**config.mk**
```make
export PLATFORM = sky130hd
export DESIGN_NAME = imem_arbiter
export DESIGN_NICKNAME = d
export VERILOG_FILES = /design/src/rtl/imem_arbiter.sv
export SDC_FILE = /design/constraint.sdc
export NUM_CORES = 1
export LEC_CHECK = 0
export CAP_MARGIN = 10
export CORE_ASPECT_RATIO = 0.75
export CORE_MARGIN = 2
export CORE_UTILIZATION = 40
export CTS_BUF_LIST = sky130_fd_sc_hd__clkbuf_4 sky130_fd_sc_hd__clkbuf_8
export DETAILED_ROUTE_END_ITERATION = 8
export PLACE_DENSITY = 0.86
export SLEW_MARGIN = 20
export SYNTH_ARGS = -nofsm -noshare
export SYNTH_HDL_FRONTEND = slang
export SYNTH_SLANG_ARGS = --single-unit
```
**constraint.sdc**
```tcl
create_clock -name PC -period 3.03 [get_ports PC]
set_input_delay 0.606 -clock PC [delete_from_list [all_inputs] [get_ports PC]]
set_output_delay 0.606 -clock PC [all_outputs]
set_load 0.05 [all_outputs]
```
**src/rtl/imem_arbiter.sv**
```systemverilog
// Instruction-memory port arbiter: boot FSM, fetch-priority grant, 1-cycle read response routing.
// Optional load anti-starvation forced grant is enabled by defining IMEM_ARB_STARVE_EN.
module imem_arbiter #(
  parameter int ADDR_WIDTH   = 8,
  parameter int DATA_WIDTH   = 8,
  parameter int STARVE_LIMIT = 4
) (
  input  logic                  PC,
  input  logic                  rst,
  input  logic                  boot_done,
  input  logic                  fetch_req_valid,
  output logic                  fetch_req_ready,
  input  logic [ADDR_WIDTH-1:0] fetch_addr,
  output logic                  fetch_rsp_valid,
  output logic [DATA_WIDTH-1:0] fetch_rsp_data,
  input  logic                  load_req_valid,
  output logic                  load_req_ready,
  input  logic                  load_we,
  input  logic [ADDR_WIDTH-1:0] load_addr,
  input  logic [DATA_WIDTH-1:0] load_wdata,
  output logic                  load_rsp_valid,
  output logic [DATA_WIDTH-1:0] load_rsp_data,
  output logic [ADDR_WIDTH-1:0] mem_addr,
  output logic                  mem_we,
  output logic [DATA_WIDTH-1:0] mem_din,
  input  logic [DATA_WIDTH-1:0] mem_dout,
  output logic                  boot_mode
);

  typedef enum logic {BOOT = 1'b0, RUN = 1'b1} state_e;

  state_e                state_q;
  logic [ADDR_WIDTH-1:0] addr_q;
  logic                  tag_vld_q, tag_vld_d;
  logic                  tag_ld_q, tag_ld_d;
  logic [DATA_WIDTH-1:0] fdata_q, ldata_q;
  logic                  run, force_ld, fetch_gnt, load_gnt;

`ifdef IMEM_ARB_STARVE_EN
  localparam int CNT_W = $clog2(STARVE_LIMIT + 1);
  localparam logic [CNT_W-1:0] LIMIT = CNT_W'(STARVE_LIMIT);

  logic [CNT_W-1:0] starve_q, starve_d;

  always_comb begin
    starve_d = starve_q;
    if (load_gnt)
      starve_d = '0;
    else if (run && load_req_valid && starve_q != LIMIT)
      starve_d = starve_q + CNT_W'(1);
  end

  always_ff @(posedge PC or negedge rst) begin
    if (!rst) starve_q <= '0;
    else      starve_q <= starve_d;
  end

  assign force_ld = run & load_req_valid & (starve_q == LIMIT);
`else
  assign force_ld = 1'b0;
`endif

  // Grants are gated by rst so both readies read 0 while reset is held.
  always_comb begin
    run       = (state_q == RUN);
    fetch_gnt = rst & run & fetch_req_valid & ~force_ld;
    load_gnt  = rst & load_req_valid & ~fetch_gnt;
    tag_vld_d = fetch_gnt | (load_gnt & ~load_we);
    tag_ld_d  = load_gnt;
    mem_addr  = addr_q;
    if (fetch_gnt)     mem_addr = fetch_addr;
    else if (load_gnt) mem_addr = load_addr;
  end

  assign fetch_req_ready = fetch_gnt;
  assign load_req_ready  = load_gnt;
  assign mem_we          = load_gnt & load_we;
  assign mem_din         = load_wdata;
  assign boot_mode       = (state_q == BOOT);

  assign fetch_rsp_valid = tag_vld_q & ~tag_ld_q;
  assign load_rsp_valid  = tag_vld_q & tag_ld_q;
  assign fetch_rsp_data  = fetch_rsp_valid ? mem_dout : fdata_q;
  assign load_rsp_data   = load_rsp_valid  ? mem_dout : ldata_q;

  always_ff @(posedge PC or negedge rst) begin
    if (!rst) begin
      state_q   <= BOOT;
      addr_q    <= '0;
      tag_vld_q <= 1'b0;
      tag_ld_q  <= 1'b0;
      fdata_q   <= '0;
      ldata_q   <= '0;
    end else begin
      if (state_q == BOOT && boot_done) state_q <= RUN;
      addr_q    <= mem_addr;
      tag_vld_q <= tag_vld_d;
      tag_ld_q  <= tag_ld_d;
      fdata_q   <= fetch_rsp_data;
      ldata_q   <= load_rsp_data;
    end
  end

endmodule

```
## Yosys cells after proc, flatten, opt, wreduce, memory -nomap -nowiden

Index checks and enable logic that the tools add are counted.

- Reductions and logical operators: 1
- Mux-type cells: 4
- Bitwise logic cells: 13

Operator list:

| operator | count |
|---|---|
| $mux 8 | 4 |
| $and 1x1->1 | 8 |
| $not 1->1 | 4 |
| $logic_and 1x1->1 | 1 |
| $or 1x1->1 | 1 |

- Register bits: 27
- Output and inout port bits: 38
- Bits of input ports: 38
- Word-level logic and storage cells: 24

## Logic depth before layout (Yosys ltp)

- Word-level depth: 6
- Gate-level depth with buffers: 4
- Mapped depth without buffers: 2

## Worst setup path after synthesis

OpenSTA, ideal clock, no wires.

- Path kind: in2out
- Start: in load_req_valid
- End: out mem_addr[0]
- Path slack: 517 ps
- Path buffers: 2
- Arrival: 1907 ps
- Stages: 4
- Required time: 2424 ps
- Cells stage by stage: buf_2 -> buf_4 -> nand3_1 -> a31oi_1

- Longest elaborated chain between the ends: 4

Ends and longest elaborated chain:

| what | RTL line | text |
|---|---|---|
| start: declaration | 16 | `input logic load_req_valid,` |
| $and 1x1->1 (2 in series) | 67 | `load_gnt = rst & load_req_valid & ~fetch_gnt;` |
| $mux 8 | 72 | `else if (load_gnt) mem_addr = load_addr;` |
| $mux 8 | 71 | `if (fetch_gnt) mem_addr = fetch_addr;` |
| end: declaration | 23 | `output logic [ADDR_WIDTH-1:0] mem_addr,` |

Every way passes these cells.

## Worst setup path in the final report

- Start: reg tag_ld_q
- End: out fetch_rsp_data[3]

- Longest elaborated chain between the ends: 3

Ends and longest elaborated chain:

| what | RTL line | text |
|---|---|---|
| start: declaration | 35 | `logic tag_ld_q, tag_ld_d;` |
| start signal: assignment | 98 | `tag_ld_q <= tag_ld_d;` |
| $not 1->1 | 81 | `assign fetch_rsp_valid = tag_vld_q & ~tag_ld_q;` |
| $and 1x1->1 | 81 |  |
| $mux 8 | 83 | `assign fetch_rsp_data = fetch_rsp_valid ? mem_dout : fdata_q;` |
| end: declaration | 15 | `output logic [DATA_WIDTH-1:0] fetch_rsp_data,` |

Every way passes these cells.

==> results.ini <==
[floorplanning]
start_util_pct = 41.1
io_pins = 76
coreArea_um2 = 3220
die_h_um = 53.8
die_x_um = 70.4
core.rowCount = 18
die-area_um2 = 3790

[pwr]
ir_drop_uv = 618
leakage_nw = 0.916
powerDensity_nw_per_um2 = 632

[routing]
wl_mm = 3.05
vias = 940
first_pass_iters = 4
drt-vias-per-instance = 4.90
drc = 0
wl_per_cell_um = 15.9
antenna_left = 0
drt_iter0_drc = 31

[placed_design]
globalplace.congestion = 0.757
portBuffers = 59
place_area_um2 = 1930
dp_hpwl_mm = 2.35

[layout]
diodes = 0
mostFrequentLayoutCells = clkdlybuf4s50_1 (44), dfrtp_1 (27), nand3_1 (9), buf_12 (9)
area_growth_pct = 49.4
final_common_cell = clkdlybuf4s50_1
final_util_pct = 61.3
final_cell_area_um2 = 1980
finish.net_count = 191
drive_gt1_share_pct = 25.7

[clock_tree]
clk_latency_ps = 260
cts_sinks = 27
cts_buffers = 3
htree_levels = 1
cts_resized = 0
cts_buffer_depth = 2
cts_setup_buffers = 0
cts-root-buf = clkbuf_8
path_clk_slew_ps = 80
cts_tree = built
cts_hold_buf = 0

[sta]
fin_crit_sh_pct = 93.6
setup_violations = 0
max_slew_margin_pct = 57.0
drv_slew = 0
fmax_mhz = 353
finalCriticalPeriod_ps = 2830
finalHoldViolCount = 0
tightest_slew_ps = 645
clock_skew_ps = 1.12
rsz0062_at_grt = false
setup_tns_ps = 0
hold_ws_ps = 254

[logic_synthesis]
syn_area_um2 = 1320
ys_seq_elements = 27
synth_fp_nets = 141
ys_warn_count = 0
post_synth_num_cell_types = 20
syn_inst = 103
yosysSeqAreaShare_pct = 51.1
syn_avg_cell_area_um2 = 12.8

[global_routing]
gr-total-overflow = 0
grt_max_degree = 24
grt_pass1_vias = 950
grt_pass1_wl_mm = 4.84
grtUsageTotal_pct = 17.0
antenna_found_initial = 0

[critical_path]
critPathRequiredTime_ps = 2420
cpMaxStageDelayCell = clkdlybuf4s50_1
r2r_setup_slack_ps = 1550
reg2reg_to = addr_q[1]$_DFF_PN0_
end_kind = primary output
path_class = flip-flop to primary output
reg2reg_from = run$_DFFE_PN0P_
slowest_delay_ps = 700
cp.arrival_ps = 2230
r2r_cells = 2
worstPathMaxFanout = 9
start_kind = flip-flop
crit_chain = nand2b_1 -> mux2_4 -> clkdlybuf4s50_1

[run]
drv_cap = 0

[run_status]
status = finished, final reports clean

[worst_hold_path]
hp-class = input port to asynchronous set/reset pin

-- cells in the mapped netlist --
| library cell | n | area [um^2] |
|---|---|---|
| o21ai_0 | 1 | 5.00 |
| and4_1 | 1 | 8.76 |
| or2_2 | 1 | 6.26 |
| mux2_2 | 8 | 90.1 |
| a21bo_1 | 8 | 80.1 |
| buf_8 | 1 | 15.0 |
| a31oi_1 | 8 | 50.1 |
| nor2b_1 | 1 | 6.26 |
| and4b_1 | 8 | 80.1 |
| nand2_1 | 1 | 3.75 |
| nand3_1 | 9 | 45.0 |
| buf_6 | 2 | 22.5 |
| dfrtp_1 | 27 | 676 |
| nand2b_1 | 1 | 6.26 |
| buf_2 | 3 | 15.0 |
| inv_1 | 4 | 15.0 |
| clkbuf_1 | 1 | 3.75 |
| mux2_4 | 8 | 120 |
| buf_4 | 9 | 67.6 |
| nand2_2 | 1 | 6.26 |
-- registers in the layout, indices dropped and copies added, names as in the netlist --
name and count:
ldata_q 8, tag_ld_q 1, fdata_q 8, run 1
tag_vld_q 1, addr_q 8
-- through the flow --
step | setup slack [ps] | total power, W | std cells
2_1_floorplan | 517 | 0.000856 | 103
3_3_place_gp | 309 | 0.00105 | 188
3_5_place_dp | 228 | 0.00105 | 188
4_1_cts | 170 | 0.00126 | 192
5_1_grt | 83.3 | 0.00131 | 192
6_report | 195 | 0.00125 | 192
-- per-layer routing --
layer,track usage [%],share of wire [%],wire (um)
met1,22.9,45,1390
met2,28.0,49,1490
met3,3.56,3.8,116
met4,5.45,1.8,55
met5,0,0,0
-- cells by family after synthesis --
group | count (synthesis) | synth area share (%)
flops | 27 | 51.1
mux | 16 | 15.9
buf+inv | 20 | 10.5
compound gates | 17 | 10.2
simple gates | 23 | 12.3
-- power breakdown --
part           switching (W)  leakage [nW]  total [W]  internal, W
combinational       0.000354         0.577   0.000603     0.000249
sequential         0.0000181         0.313   0.000443     0.000425
clock              0.0000991        0.0262   0.000202     0.000103
-- cell type report --
class,count,area (um^2)
clock buffer,4,48.8
fill,264,1240
inverter,4,15.0
multi-input combinational,56,508
sequential,27,676
tap,40,50.0
timing repair buffer,61,678
-- worst max path at each step --
stage	startpoint	endpoint	slack [ps]	cells after the start
after floorplan	load_req_valid	mem_addr[0]	520	4
after global placement	load_req_valid	mem_addr[2]	310	4
after detailed placement	fetch_req_valid	mem_addr[1]	230	4
after CTS	tag_ld_q$_DFF_PN0_	fetch_rsp_data[3]	170	3
after global routing	tag_ld_q$_DFF_PN0_	fetch_rsp_data[0]	80	3
final	tag_ld_q$_DFF_PN0_	fetch_rsp_data[3]	200	3
-- worst max-delay path, delay by kind of cell (launching register included) --
family / cells / cell delay, ps
flops: 1 / 390
simple gates: 1 / 440
mux: 1 / 440
buf+inv: 1 / 700
Note: power is estimated with default switching activity, not from simulation.
